==> config.mk <==
export PLATFORM = sky130hd
export DESIGN_NAME = alert_cond
export DESIGN_NICKNAME = d
export VERILOG_FILES = /design/src/rtl/alert_cond.sv
export SDC_FILE = /design/constraint.sdc
export NUM_CORES = 1
export LEC_CHECK = 0
export ABC_AREA = 1
export CAP_MARGIN = 20
export CORE_MARGIN = 4
export CORE_UTILIZATION = 51
export DETAILED_ROUTE_END_ITERATION = 7
export HOLD_SLACK_MARGIN = 0.12
export PLACE_DENSITY = 0.82
export SETUP_SLACK_MARGIN = 0.02
export SLEW_MARGIN = 20
export SYNTH_ARGS = -nofsm -noshare
export SYNTH_HDL_FRONTEND = slang
export SYNTH_SLANG_ARGS = --single-unit
==> constraint.sdc <==
create_clock -name clk -period 2.88 [get_ports clk]
set_input_delay 0.288 -clock clk [delete_from_list [all_inputs] [get_ports clk]]
set_output_delay 0.288 -clock clk [all_outputs]
set_load 0.01 [all_outputs]
==> src/rtl/alert_cond.sv <==
// Piezo alert conditioning: battery-low with hysteresis and an over-speed alert with persistence.
// Define ALERT_BATT_FILT_EN to average every 4 battery samples; undefined, avg_batt tracks each sample.
module alert_cond #(
  parameter logic [11:0] BATT_LOW_TH = 12'h800,
  parameter logic [11:0] BATT_HYST   = 12'h040,
  parameter logic [11:0] OVR_SPD_TH  = 12'd1536,
  parameter int          PERSIST     = 8
) (
  input  logic        clk,
  input  logic        rst_n,
  input  logic        batt_vld,
  input  logic [11:0] batt,
  input  logic        spd_vld,
  input  logic [11:0] lft_spd,
  input  logic [11:0] rght_spd,
  output logic [11:0] avg_batt,
  output logic        batt_low,
  output logic        ovr_spd
);

  typedef enum logic {SPD_OK = 1'b0, SPD_OVR = 1'b1} spd_state_t;

  localparam logic [7:0]  PERSIST_CNT = 8'(PERSIST);
  localparam logic [12:0] CLR_TH      = {1'b0, BATT_LOW_TH} + {1'b0, BATT_HYST};

  // ---------------- battery path ----------------
  logic avg_upd;

`ifdef ALERT_BATT_FILT_EN
  logic [13:0] sum;
  logic [1:0]  smp_cnt;
  logic [13:0] sum_nxt;

  assign sum_nxt = sum + {2'b00, batt};

  always_ff @(posedge clk) begin
    if (!rst_n) begin
      avg_batt <= 12'hFFF;
      sum      <= '0;
      smp_cnt  <= '0;
      avg_upd  <= 1'b0;
    end else begin
      avg_upd <= 1'b0;
      if (batt_vld) begin
        if (smp_cnt == 2'd3) begin
          avg_batt <= sum_nxt[13:2];
          sum      <= '0;
          smp_cnt  <= '0;
          avg_upd  <= 1'b1;
        end else begin
          sum     <= sum_nxt;
          smp_cnt <= smp_cnt + 2'd1;
        end
      end
    end
  end
`else
  always_ff @(posedge clk) begin
    if (!rst_n) begin
      avg_batt <= 12'hFFF;
      avg_upd  <= 1'b0;
    end else begin
      avg_upd <= batt_vld;
      if (batt_vld) avg_batt <= batt;
    end
  end
`endif

  // Evaluated the cycle after avg_batt loads, so it sees the fresh average.
  always_ff @(posedge clk) begin
    if (!rst_n) begin
      batt_low <= 1'b0;
    end else if (avg_upd) begin
      if (avg_batt < BATT_LOW_TH)
        batt_low <= 1'b1;
      else if ({1'b0, avg_batt} >= CLR_TH)
        batt_low <= 1'b0;
    end
  end

  // ---------------- speed path ----------------
  logic [12:0] spd_sum;
  logic [12:0] spd_abs;
  logic [11:0] speed;
  logic        over;

  // -4096 negates to itself; read as unsigned it is 4096, giving speed 2048.
  assign spd_sum = {lft_spd[11], lft_spd} + {rght_spd[11], rght_spd};
  assign spd_abs = spd_sum[12] ? (~spd_sum + 13'd1) : spd_sum;
  assign speed   = spd_abs[12:1];
  assign over    = speed > OVR_SPD_TH;

  spd_state_t state, state_nxt;
  logic [7:0] pcnt, pcnt_nxt, pcnt_inc;
  logic       qual;

  assign pcnt_inc = pcnt + 8'd1;

  always_comb begin
    state_nxt = state;
    pcnt_nxt  = pcnt;
    qual      = 1'b0;
    if (spd_vld) begin
      qual = (state == SPD_OK) ? over : !over;
      if (qual) begin
        if (pcnt_inc == PERSIST_CNT) begin
          state_nxt = (state == SPD_OK) ? SPD_OVR : SPD_OK;
          pcnt_nxt  = '0;
        end else begin
          pcnt_nxt = pcnt_inc;
        end
      end else begin
        pcnt_nxt = '0;
      end
    end
  end

  always_ff @(posedge clk) begin
    if (!rst_n) begin
      state   <= SPD_OK;
      pcnt    <= '0;
      ovr_spd <= 1'b0;
    end else begin
      state   <= state_nxt;
      pcnt    <= pcnt_nxt;
      ovr_spd <= (state_nxt == SPD_OVR);
    end
  end

endmodule

==> results.py <==
metrics = {
    "route": {
        "drc_errors": 0,
        "met3_length_um": 276,
        "wl_mm": 6.32,
        "dr.max_layer_used": "met4",
        "wl_met1_mm": 2.89,
        "ant_nets": 0,
        "dr_total_vias": 2704,
        "viasPerCell": 5.21,
        "post_drt_wl_per_cell_um": 12.2,
        "drt_iter0_markers": 138,
        "dr.pass1.iters": 4,
        "route.met2.wl_mm": 3.08,
    },
    "run": {
        "maxCapViolations": 0,
    },
    "sta": {
        "fin_crit_ps": 2750,
        "finalHoldViolCount": 0,
        "slew_violations": 0,
        "fin_skew_ps": 7.47,
        "worst_pin_slew_ps": 480,
        "timing.slew.headroom_pct": 67.9,
        "finalSetupTns_ps": 0,
        "finalCritPeriodShare_pct": 95.6,
        "setup_viol": 0,
        "fmax_mhz": 363,
        "whs_ps": 458,
        "setup_slack_ps": 128,
    },
    "placed_design": {
        "dp_slack_ps": -564,
        "port_buffers": 53,
        "placedCellCount": 510,
        "dp_hpwl_mm": 4.74,
        "gp_congestion": 0.926,
    },
    "clock_network": {
        "htreeDepth": 1,
        "cts_sinks": 23,
        "clock-root-buffer": "clkbuf_8",
        "clockBufferDepth": 2,
        "cts_buffers": 3,
        "worstSkewPairLatency_ps": 260,
        "clk_pin_slew_ps": 80,
        "cts_tree": "done",
    },
    "logic_synthesis": {
        "syn_area_sq_um": 2250,
        "yosysSeqAreaShare_pct": 20.5,
        "synth_edf_count": 0,
        "synth_cells": 390,
        "synth.avg_cell_area_sq_um": 5.76,
        "yosys.cell_count.top_type": "nand2_1",
        "synth_async_sr_flop_share_pct": 0,
        "yosys-top-cells-count": "nand2_1, nand3_1, inv_1",
        "yosys_warnings": 0,
        "yosys.cell_types.count": 31,
        "synth_top_cell_by_area": "nand2_1",
        "synthesis.nets": 445,
        "synthTopCellsByArea": "nand2_1, dfxtp_1, nand3_1",
        "synth_top_area_share_pct": 25.1,
        "synth_seq_cells": 23,
        "synth_ff_type": "dfxtp_1",
    },
    "pwr": {
        "power.leakage_nw": 1.63,
        "powerDensity_nw_per_um2": 350,
        "peakVddDrop_v": 0.000226,
    },
    "worst_setup_path": {
        "timing.rr.start": "pcnt[0]$_SDFFE_PN0P_",
        "r2r_end": "state$_SDFFE_PN0P_",
        "cp-end-kind": "flop",
        "slowest_stage": "fa_2",
        "r2r_slack_ps": 670,
        "rr_worst_depth": 10,
        "cp-start-kind": "primary input",
        "cp_slowest_stage_delay_ps": 560,
        "crit_path_frequent_cell": "nand3_2",
        "crit_chain": "dlygate4sd2_1 > ha_2 > inv_2 > fa_2 > ha_4 > a21boi_4 > nand3_2 > nor2_4 > nand3_4 > nand3_2 > nand2_2 > nor3_2 > nand3_1 > nand2_2 > nand3_2 > nand2_4 > nand3_2 > a21oi_2",
        "crit_arrival_ps": 2950,
        "worstSetupPathType": "primary input to flop",
        "path_max_fanout": 8,
        "crit_required_ps": 3070,
    },
    "global_routing": {
        "antenna_found_initial": 0,
        "grt_pass1_wl_mm": 9.84,
        "track_usage_pct": 22.0,
        "grt_max_degree": 16,
        "grt_pass1_vias": 2352,
        "overflow": 0,
    },
    "floorplanning": {
        "fp.dieArea_sq_um": 5530,
        "ioPinCount": 54,
        "core_area_sq_um": 4120,
        "start_util_pct": 54.6,
        "chipWidth_um": 74.4,
        "die-height_um": 74.4,
        "std_cell_rows": 23,
    },
    "layout": {
        "final_nets": 525,
        "syn2layout_area_growth_pct": 46.0,
        "fin_cells": 519,
        "antennaDiodeCount": 0,
        "layout-drive-gt1-share_pct": 18.8,
    },
    "worst_hold_path": {
        "hp-start": "avg_batt[5]$_SDFFE_PN1P_",
        "hold_end": "avg_batt[5]$_SDFFE_PN1P_",
        "hold_class": "flop to flop",
        "hold_depth": 2,
    },
    "outcome": {
        "status": "complete, no violations",
    },
}
==> metrics by stage <==
step	utilization, %	area, sq um	total power [mW]
floorplan	-	2250	0.679
global placement	72.6	2990	0.867
detailed placement	72.6	2990	0.881
CTS	76.5	3150	1.11
global route	79.7	3280	1.23
finish	79.7	3280	1.15
==> critical path: cells and delay by family <==
family / cells / cell delay, ps
fa+ha+maj: 3 / 890
simple gates: 11 / 1170
buf+inv: 2 / 250
compound gates: 2 / 350
==> registers in the layout, indices dropped and copies added (netlist names) <==
name      cells
avg_upd       1
pcnt          8
state         1
avg_batt     12
batt_low      1
==> routing by layer <==
| layer | GRT usage (%) | up-vias |
|---|---|---|
| li1 | - | 1402 |
| met1 | 29.6 | 1217 |
| met2 | 37.0 | 72 |
| met3 | 3.78 | 13 |
| met4 | 4.55 | 0 |
| met5 | 0 | - |
==> layout by cell type, fill, tap and decap left out, types with 2 or more instances in the layout <==
master,instances
a21oi_1,12
a21oi_2,4
buf_4,25
clkbuf_8,3
clkdlybuf4s50_1,49
clkinv_1,2
dfxtp_1,23
dlygate4sd2_1,2
dlymetal6s2s_1,2
ha_1,8
ha_2,2
ha_4,4
inv_1,50
inv_2,4
nand2_1,136
nand2_2,19
nand2_4,3
nand3_1,47
nand3_2,13
nand3_4,2
nand3b_1,4
nand4_1,7
nor2_1,23
nor2_4,2
xnor2_1,4
xor2_1,3
==> where the power goes <==
group	leakage [nW]	internal [mW]	switching, mW
Combinational	1.42	0.270	0.340
Sequential	0.189	0.333	0.00972
Clock	0.0228	0.0986	0.0963
Total	1.63	0.702	0.446
==> layout make-up <==
class | instances | area (sq um)
inverters | 56 | 210
fillers | 311 | 836
clock buffers | 4 | 45.0
repair buffers | 80 | 752
well taps | 50 | 62.6
flip-flops and latches | 23 | 460
multi-input cells | 306 | 1750
==> worst max path at each step <==
stage                    start                    to  slack, ps  cells past startpoint
global route        lft_spd[2]  pcnt[3]$_SDFFE_PN0P_        -40                     21
floorplan           lft_spd[0]  pcnt[5]$_SDFFE_PN0P_        260                     19
CTS                 lft_spd[1]  pcnt[7]$_SDFFE_PN0P_         20                     17
finish              lft_spd[0]  pcnt[6]$_SDFFE_PN0P_        130                     18
detailed placement  lft_spd[0]  pcnt[7]$_SDFFE_PN0P_       -560                     20
global placement    lft_spd[0]  pcnt[5]$_SDFFE_PN0P_       -340                     20
==> kinds of logic (layout without fill, tap and decap cells) <==
kind of cell             count (synthesis)  count (layout)  synth area share, %
AO/OA/AOI/OAI                           22              22                 5.35
XOR/XNOR                                 7               7                 2.73
adder cells (fa/ha/maj)                 15              15                 8.69
buffers and inverters                   61             140                 10.7
flip-flops                              23              23                 20.5
AND/OR/NAND/NOR                        262             262                 52.0
==> repair_timing <==
action | 4_1_cts | 5_1_grt
setup endpoints to repair | 9 | 9
pin swaps | 17 | 12
gates resized for setup | 29 | 28
buffers inserted | 4 | 1
hold buffers | 0 | 0
gates cloned | 0 | 0
No activity file was read; power rests on OpenSTA's default activity.
